## config.mk

```make
export PLATFORM = sky130hd
export DESIGN_NAME = prio_mem_arbiter
export DESIGN_NICKNAME = d
export VERILOG_FILES = /design/src/rtl/prio_mem_arbiter.sv
export SDC_FILE = /design/constraint.sdc
export NUM_CORES = 1
export LEC_CHECK = 0
export ABC_CLOCK_PERIOD_IN_PS = 3700
export CELL_PAD_IN_SITES_DETAIL_PLACEMENT = 2
export CELL_PAD_IN_SITES_GLOBAL_PLACEMENT = 2
export CORE_UTILIZATION = 10
export CTS_CLUSTER_DIAMETER = 80
export DETAILED_ROUTE_END_ITERATION = 16
export GPL_TIMING_DRIVEN = 1
export PLACE_DENSITY = 0.95
export SLEW_MARGIN = 20
export SYNTH_ARGS = -nofsm -noshare
export SYNTH_HDL_FRONTEND = slang
export SYNTH_SLANG_ARGS = --single-unit
```

## constraint.sdc

```tcl
create_clock -name clk -period 3.7 [get_ports clk]
set_input_delay 0.74 -clock clk [delete_from_list [all_inputs] [get_ports clk]]
set_output_delay 0.74 -clock clk [all_outputs]
set_load 0.005 [all_outputs]
```

## src/rtl/prio_mem_arbiter.sv

```systemverilog
// Priority / round-robin memory arbiter with an in-order routing FIFO for responses.
// Optional per-channel grant and drop counters are enabled by MEM_ARB_STATS_EN.
module prio_mem_arbiter #(
    parameter int CNT         = 2,
    parameter int QUEUE_DEPTH = 2,
    parameter int MODE        = 0,
    parameter int REQ_W       = 64,
    parameter int RESP_W      = 32
) (
    input  logic                         clk,
    input  logic                         rst,
    input  logic [CNT-1:0]               master_req_valid,
    output logic [CNT-1:0]               master_req_ready,
    input  logic [CNT-1:0][REQ_W-1:0]    master_req_data,
    output logic [CNT-1:0]               master_resp_valid,
    input  logic [CNT-1:0]               master_resp_ready,
    output logic [CNT-1:0][RESP_W-1:0]   master_resp_data,
    output logic                         slave_req_valid,
    input  logic                         slave_req_ready,
    output logic [REQ_W-1:0]             slave_req_data,
    input  logic                         slave_resp_valid,
    output logic                         slave_resp_ready,
    input  logic [RESP_W-1:0]            slave_resp_data,
    input  logic [CNT-1:0]               flush
`ifdef MEM_ARB_STATS_EN
    ,
    output logic [CNT-1:0][31:0]         grant_cnt,
    output logic [31:0]                  drop_cnt
`endif
);

    localparam int IW = (CNT > 1) ? $clog2(CNT) : 1;
    localparam int PW = (QUEUE_DEPTH > 1) ? $clog2(QUEUE_DEPTH) : 1;
    localparam int CW = $clog2(QUEUE_DEPTH) + 1;

    logic [IW-1:0]          idx_q [QUEUE_DEPTH];
    logic [IW-1:0]          idx_d [QUEUE_DEPTH];
    logic [QUEUE_DEPTH-1:0] disc_q, disc_d;
    logic [PW-1:0]          wr_ptr_q, wr_ptr_d;
    logic [PW-1:0]          rd_ptr_q, rd_ptr_d;
    logic [CW-1:0]          occ_q, occ_d;
    logic [IW-1:0]          rr_ptr_q, rr_ptr_d;

    logic [IW-1:0] sel;
    logic          any_req;
    logic          full;
    logic          empty;
    logic          push;
    logic          pop;
    logic [IW-1:0] head_idx;
    logic          head_drop;

    function automatic logic [PW-1:0] nxt(input logic [PW-1:0] p);
        return (p == PW'(QUEUE_DEPTH - 1)) ? '0 : p + PW'(1);
    endfunction

    // Scan from the highest candidate down so the first match in priority order wins.
    always_comb begin : sel_p
        int c;
        c   = 0;
        sel = '0;
        for (int k = CNT - 1; k >= 0; k--) begin
            c = k;
            if (MODE == 1) begin
                c = int'(rr_ptr_q) + k;
                if (c >= CNT) c = c - CNT;
            end
            if (master_req_valid[IW'(c)]) sel = IW'(c);
        end
    end

    always_comb begin
        any_req          = |master_req_valid;
        full             = (occ_q == CW'(QUEUE_DEPTH));
        empty            = (occ_q == '0);
        slave_req_valid  = rst & any_req & ~full;
        slave_req_data   = master_req_data[sel];
        push             = slave_req_valid & slave_req_ready;
        master_req_ready = '0;
        if (push) master_req_ready[sel] = 1'b1;

        head_idx          = idx_q[rd_ptr_q];
        head_drop         = disc_q[rd_ptr_q] | flush[head_idx];
        master_resp_valid = '0;
        for (int i = 0; i < CNT; i++) master_resp_data[i] = slave_resp_data;
        if (slave_resp_valid & ~empty & ~head_drop)
            master_resp_valid[head_idx] = 1'b1;
        slave_resp_ready = ~empty & (head_drop | master_resp_ready[head_idx]);
        pop              = slave_resp_valid & slave_resp_ready;
    end

    // A flush marks matching entries, including one written in the same cycle.
    always_comb begin
        idx_d = idx_q;
        for (int j = 0; j < QUEUE_DEPTH; j++)
            disc_d[j] = disc_q[j] | flush[idx_q[j]];
        if (push) begin
            idx_d[wr_ptr_q]  = sel;
            disc_d[wr_ptr_q] = flush[sel];
        end
        wr_ptr_d = push ? nxt(wr_ptr_q) : wr_ptr_q;
        rd_ptr_d = pop ? nxt(rd_ptr_q) : rd_ptr_q;
        occ_d    = occ_q + CW'(push) - CW'(pop);
        rr_ptr_d = rr_ptr_q;
        if (MODE == 1 && push)
            rr_ptr_d = (sel == IW'(CNT - 1)) ? '0 : sel + IW'(1);
    end

    always_ff @(posedge clk or negedge rst) begin
        if (!rst) begin
            for (int j = 0; j < QUEUE_DEPTH; j++) idx_q[j] <= '0;
            disc_q   <= '0;
            wr_ptr_q <= '0;
            rd_ptr_q <= '0;
            occ_q    <= '0;
            rr_ptr_q <= '0;
        end else begin
            idx_q    <= idx_d;
            disc_q   <= disc_d;
            wr_ptr_q <= wr_ptr_d;
            rd_ptr_q <= rd_ptr_d;
            occ_q    <= occ_d;
            rr_ptr_q <= rr_ptr_d;
        end
    end

`ifdef MEM_ARB_STATS_EN
    logic [CNT-1:0][31:0] grant_cnt_q, grant_cnt_d;
    logic [31:0]          drop_cnt_q, drop_cnt_d;

    always_comb begin
        grant_cnt_d = grant_cnt_q;
        if (push) grant_cnt_d[sel] = grant_cnt_q[sel] + 32'd1;
        drop_cnt_d = drop_cnt_q + 32'(pop & head_drop);
    end

    always_ff @(posedge clk or negedge rst) begin
        if (!rst) begin
            grant_cnt_q <= '0;
            drop_cnt_q  <= '0;
        end else begin
            grant_cnt_q <= grant_cnt_d;
            drop_cnt_q  <= drop_cnt_d;
        end
    end

    assign grant_cnt = grant_cnt_q;
    assign drop_cnt  = drop_cnt_q;
`endif

endmodule

```

# [After elaboration in Yosys (flattened, before gate mapping)]
# Index checks and enable logic that the tools add are counted.
[word_totals] elab_cells=78 inputBits=170 out_inout_bits=134 regBits=8
[classes] addsub=4 n_mux=33 n_reduce_logical=6 magnitude_cmp=12 bitwise=16 eq_ne=1
[ops] cell="64-bit two-way mux" n=2
[ops] cell="1-bit two-way mux" n=22
[ops] cell="1-bit by 2-bit < comparator with 1-bit output, second input constant" n=6
[ops] cell="1-bit bitwise AND" n=7
[ops] cell="2-bit two-way mux" n=3
[ops] cell="2-bit bitwise mux" n=2
[ops] cell="1-bit demux with 1-bit select" n=4
[ops] cell="2-bit >= comparator, second input constant" n=2
[ops] cell="1-bit logical AND" n=4
[ops] cell="1-bit NOT with 2-bit output" n=2
[ops] cell="1-bit bitwise OR" n=4
[ops] cell="1-bit >= comparator, second input constant" n=3
[ops] cell="1-bit NOT" n=3
[ops] cell="1-bit adder, second input constant" n=2
[ops] cell="2-bit by 1-bit adder with 2-bit output" n=1
[ops] cell="2-bit == test, second input constant" n=1
[ops] cell="2-bit logical NOT" n=1
[ops] cell="2-bit by 1-bit < comparator with 1-bit output, second input constant" n=1
[ops] cell="2-bit OR reduction" n=1
[ops] cell="2-bit by 1-bit subtractor with 2-bit output" n=1

# [Depth between registers and ports, before layout]
# Gate-level depths: netlist (run 1).
[depth] ltp_word=11 ltp_mapped=9 mapped_depth_nobuf=9

# [Least setup slack after synthesis (run 1)]
# OpenSTA, ideal clock, no wires.
[synth_path] path_type="input port to output port" start="input flush[1]" end="output master_resp_valid[0]" path_slack_ns=1.395 required_ns=2.960 path_buffers=0 stages=4 arrival_ns=1.565 cell_sequence="a211oi_1 > a21oi_1 > or2_2 > nor3b_1"
[synth_between] elab_chain_len=6
[synth_lines] element="start: declaration" line_no="24" rtl="input logic [CNT-1:0] flush"
[synth_lines] element="1-bit two-way mux (not written as such) (2 in a row)" line_no="83" rtl="head_drop = disc_q[rd_ptr_q] | flush[head_idx];"
[synth_lines] element="1-bit bitwise OR" line_no="83"
[synth_lines] element="1-bit NOT" line_no="86" rtl="if (slave_resp_valid & ~empty & ~head_drop)"
[synth_lines] element="1-bit bitwise AND" line_no="86"
[synth_lines] element="2-bit two-way mux" line_no="86"
[synth_lines] element="end: declaration" line_no="15" rtl="output logic [CNT-1:0] master_resp_valid,"
# No other way between the ends. The select of a mux whose other input is x is not followed.

# [Worst setup path in the final report (run 1)]
# Same ends and word-level chain as after synthesis.

==> flow_summary.yaml, run 1 <==
outcome:
  status: "complete, no violations"
synthesis:
  synthMostInstantiatedCell: "buf_4"
  syn_nets: 351
  synth_commonest_cells: "buf_4, dfrtp_1, nor2_1"
  synth_edf_count: 0
  ys_top_cells_by_area: "buf_4, dfrtp_1, xnor2_1"
  syn_area_um2: 1490
  yosysUniqueCellTypes: 23
  synth_warnings: 0
  syn_area_per_cell_um2: 8.35
  synth_top_area_cell: "buf_4"
  ys_seq_elements: 8
  synthCells: 179
  yosysSeqAreaShare: 0.134
  synth_top_area_frac: 0.653
  async_flop_share: 1.00
  synth_ff_type: "dfrtp_1"
grt:
  grt_pass1_vias: 637
  grt_max_degree: 9
  overflow: 0
  track_usage: 0.0278
  antenna_found_initial: 0
  grt_pass1_wl_um: 3240
die:
  die_area_um2: 15400
  placementRows: 44
  io_pins: 304
  die-height_um: 124
  chipWidth_um: 124
  core_um2: 14500
  initial_utilization: 0.103
clocking:
  cts.clk_slew.worst_paths_ps: 40
  htreeDepth: 1
  clk_latency_ps: 230
  numCtsBuffers: 3
  postCtsSetupBuffers: 0
  clockRootBuffer: "clkbuf_16"
  postCtsHoldBufs: 0
  post_cts_resized: 0
  cts_sinks: 8
  cts_tree: "yes"
  clockBufferDepth: 2
cells_and_area:
  antennaDiodeCount: 0
  area_growth_syn_to_layout_pct: -35.8
  finalNonFillerCells: 250
  fin_nets: 240
  postLayoutCoreUtil: 0.0660
  drive_above_1_share: 0.136
detailed_routing:
  postRouteAntennaNets: 0
  wirelength_um: 2250
  wl_per_cell_um: 9.00
  drt_pass1_iterations: 2
  drt_iter0_drc: 4
  vias: 539
  post-route-drc-count: 0
  avgViaCountPerCell: 2.16
critical_path:
  critical_path_required_ps: 2960
  critPathMaxStageDelay_ps: 540
  cp_cell_sequence: "clkdlybuf4s50_1 > a211oi_1 > a21oi_1 > or2_2 > nor3b_1 > clkdlybuf4s50_1"
  cp_slowest_cell: "clkdlybuf4s50_1"
  crit_top_cell: "clkdlybuf4s50_1"
  criticalPathCategory: "in -> out"
  setup.worst_path.start_class: "primary input"
  end_kind: "output port"
  critical_path_arrival_ps: 2740
  cp_max_fo: 4
timing:
  fin_tns_setup_ps: 0
  setup_slack_ps: 224
  setup_viol: 0
  period_needed_ps: 3480
  timing.hold.ws_ps: 542
  hold_viol: 0
  skew_ps: 0.749
  max_freq_mhz: 288
  drv_slew: 0
  finalCritPeriodShare: 0.940
  rsz0062_at_grt: "false"
placement:
  placed_cells: 247
  port-buffer-count: 14
  pre_cts_ws_ps: 224
  gp_congestion: 0.637
power_and_ir_drop:
  peakVddDrop_v: 0.000289
  p_per_area_nw_per_um2: 522
  total_leakage_power_nw: 0.300
run:
  max_cap_viol_count: 0
worst_hold_path:
  hp-class: "reg -> reg"
-- placed cells by master (no fill, tap or decap), types with 2 or more instances in the layout --
cell type and count:
a21oi_1 3, clkbuf_16 3, clkdlybuf4s50_1 14, dfrtp_1 8, ha_1 2, inv_1 4, mux2i_1 2, nor2_1 6
nor3_1 2, nor3b_1 4, o21ai_0 2, xnor2_1 4
-- worst max-delay path, delay by kind of cell --
family	cells	cell delay (ps)
buffers and inverters	2	1070
and+or+nand+nor	2	550
AOI/OAI and AO/OA	2	380
-- flip-flops by register name (all words and copies together) (netlist names) --
register / flops
idx_q: 2
wr_ptr_q: 1
occ_q: 2
disc_q: 2
rd_ptr_q: 1
-- cell type report --
class	count	area, um^2
Clock buffer	3	75.1
Inverter	5	21.3
Fill cell	1751	13600
Timing Repair Buffer	15	148
Multi-Input combinational cell	35	285
Tap cell	184	230
Sequential cell	8	200
-- final timing paths --
check / cells after the start / from / to / slack, ps
max in group asynchronous: 2 / rst / idx_q[0] / 2660
min in group asynchronous: 2 / rst / occ_q[1] / 910
worst min-delay path: 1 / occ_q[1] / occ_q[1] / 540
worst max register to register: 9 / rd_ptr_q / occ_q[1] / 1580
worst min register to register: 1 / occ_q[1] / occ_q[1] / 540
worst max-delay path: 6 / flush[1] / master_resp_valid[0] / 220
-- where the power goes --
part           internal (mW)  switching [mW]
Combinational         0.0944          0.0643
Clock                  0.139          0.0412
Sequential             0.118          0.0435
Total                  0.352           0.149
-- layer usage --
layer / part of all wire / GRT usage
met3: 0.16 / 0.0103
met4: 0.19 / 0.0645
met2: 0.38 / 0.0364
met1: 0.28 / 0.0200
met5: 0 / 0
-- kinds of logic (layout without fill, tap and decap cells) --
logic type / after synthesis / in the layout / share of synthesized area
other: 1 / 1 / 0.00251
buffers and inverters: 136 / 23 / 0.675
multiplexers: 2 / 2 / 0.0134
AND/OR/NAND/NOR: 16 / 16 / 0.0779
flip-flops: 8 / 8 / 0.134
XOR/XNOR: 4 / 4 / 0.0234
adder cells (fa/ha/maj): 2 / 2 / 0.0167
AO/OA/AOI/OAI: 10 / 10 / 0.0570
-- per-stage QoR --
stage | power (mW) | area (um^2)
2_1_floorplan | 0.375 | 1490
3_3_place_gp | 0.308 | 885
3_5_place_dp | 0.328 | 885
4_1_cts | 0.514 | 960
5_1_grt | 0.532 | 960
6_report | 0.501 | 960
No activity file was read; power rests on OpenSTA's default activity.
==> run 2, diff against run 1 <==
--- a/config.mk
+++ b/config.mk
@@ -14,4 +14,5 @@
 export GPL_TIMING_DRIVEN = 1
 export PLACE_DENSITY = 0.95
+export RECOVER_POWER = 25
 export SLEW_MARGIN = 20
 export SYNTH_ARGS = -nofsm -noshare
==> constraint.sdc (replaced) <==
create_clock -name clk -period 3.7 [get_ports clk]
set_input_delay 0.74 -clock clk [delete_from_list [all_inputs] [get_ports clk]]
set_output_delay 0.74 -clock clk [all_outputs]
set_load 0.02 [all_outputs]
==> flow_summary.yaml, run 2 (same netlist as run 1, synthesis figures left out) <==
placement:
  post-dp-hpwl_um: 1890
  gp_congestion: 0.636
  port-buffer-count: 14
timing:
  setup_viol: 0
  max_freq_mhz: 300
  period_needed_ps: 3340
  hold_viol: 0
  rsz0062_at_grt: "false"
  finalCritPeriodShare: 0.902
  fin_tns_setup_ps: 0
  drv_slew: 0
  skew_ps: 3.09
outcome:
  status: "complete, no violations"
power_and_ir_drop:
  peakVddDrop_v: 0.000227
  intPower_mw: 0.353
  clkPwrFrac: 0.349
  p_per_area_nw_per_um2: 535
  fin_total_pwr_mw: 0.517
  pwr-share-comb: 0.335
  total_leakage_power_nw: 0.320
  p_sw_mw: 0.164
  p_seq_frac: 0.316
  p_sw_frac: 0.317
run:
  max_cap_viol_count: 0
grt:
  grt_util_met2: 0.0390
  top_usage_layer: "met4"
  track_usage: 0.0280
  grt_use_met1: 0.0194
  use_met3: 0.0129
  overflow: 0
  grt_pass1_vias: 641
  grt_max_degree: 9
  grt_pass1_wl_um: 3310
  antenna_found_initial: 0
detailed_routing:
  wl_per_cell_um: 9.39
  wirelength_um: 2360
  post-route-drc-count: 0
  avgViaCountPerCell: 2.19
  vias: 549
  drt_iter0_drc: 5
  drt_pass1_iterations: 2
  postRouteAntennaNets: 0
clocking:
  cts_tree: "yes"
  clockBufferDepth: 2
  postCtsHoldBufs: 0
  htreeDepth: 1
  cts_sinks: 8
  clk_latency_ps: 230
  numCtsBuffers: 3
  cts.clk_slew.worst_paths_ps: 40
  clockRootBuffer: "clkbuf_16"
worst_hold_path:
  min-delay-start: "occ_q[1]"
  hp-class: "reg -> reg"
  whs_endpoint: "occ_q[1]"
  min_path_cells: 1
die:
  io_pins: 304
  placementRows: 44
  initial_utilization: 0.103
  die-height_um: 124
  chipWidth_um: 124
  die_area_um2: 15400
  core_um2: 14500
critical_path:
  critical_path_required_ps: 2960
  reg2reg_slack_ps: 1610
  criticalPathCategory: "in -> out"
  r2r_cells: 9
  worstReg2RegEnd: "occ_q[1]"
  setup.worst_path.start_class: "primary input"
  cp_max_fo: 3
  end_kind: "output port"
  cp-startpoint: "flush[1]"
  r2r_start: "rd_ptr_q"
  critical_path_arrival_ps: 2600
cells_and_area:
  final_common_cell: "clkdlybuf4s50_1"
  reg_top3: "disc_q x2, idx_q x2, occ_q x2"
  area_growth_syn_to_layout_pct: -35.3
  final_cell_mix: "clkdlybuf4s50_1, dfrtp_1, nor2_1"
  antennaDiodeCount: 0
  drive_above_1_share: 0.134
  fin_nets: 241
## run 2: worst max path at each step
stage | end | slack [ps] | cells after the start
finish | master_resp_valid[1] | 360 | 6
floorplan | master_resp_valid[0] | 1080 | 4
global route | master_resp_valid[1] | 180 | 6
global placement | master_resp_valid[0] | 220 | 6
detailed placement | master_resp_valid[0] | 240 | 6
CTS | master_resp_valid[0] | 200 | 6
## run 2: power groups by stage
stage / Clock (mW) / Sequential [mW] / Combinational (mW)
2_1_floorplan: 0 / 0.153 / 0.325
3_3_place_gp: 0 / 0.160 / 0.164
3_5_place_dp: 0 / 0.165 / 0.178
4_1_cts: 0.184 / 0.164 / 0.180
5_1_grt: 0.185 / 0.168 / 0.191
6_report: 0.180 / 0.163 / 0.173
## run 2: through the flow
step | area (um^2) | util | hold WS [ps] | std cells | setup slack (ps)
2_1_floorplan | 1490 | - | 444 | 179 | 1080
3_3_place_gp | 892 | 0.0614 | 512 | 248 | 216
3_5_place_dp | 892 | 0.0614 | 531 | 248 | 238
4_1_cts | 967 | 0.0665 | 538 | 251 | 203
5_1_grt | 966 | 0.0665 | 554 | 251 | 181
6_report | 966 | 0.0665 | 530 | 251 | 361
## run 2: per-layer routing
metal | routed length (um) | vias to the layer above
met4 | 375 | 0
met3 | 351 | 58
met5 | 0 | -
met2 | 981 | 45
li1 | - | 204
met1 | 647 | 242
## run 2: repair_timing
action | CTS | global route
resized for setup | 0 | 1
setup buffers | 0 | 0
endpoints found under the setup margin | 0 | 1
## run 2: final cells by class
| class | instances | area (um^2) |
|---|---|---|
| Fill cell | 1764 | 13600 |
| Multi-Input combinational cell | 35 | 285 |
| Tap cell | 184 | 230 |
| Sequential cell | 8 | 200 |
| Timing Repair Buffer | 16 | 154 |
| Clock buffer | 3 | 75.1 |
| Inverter | 5 | 21.3 |
## run 2: critical path, stage by stage
cell,delay (ps)
clkdlybuf4s50_1,460
a211oi_1,280
a21oi_1,100
or2_2,320
nor2_1,90
clkdlybuf4s50_1,610
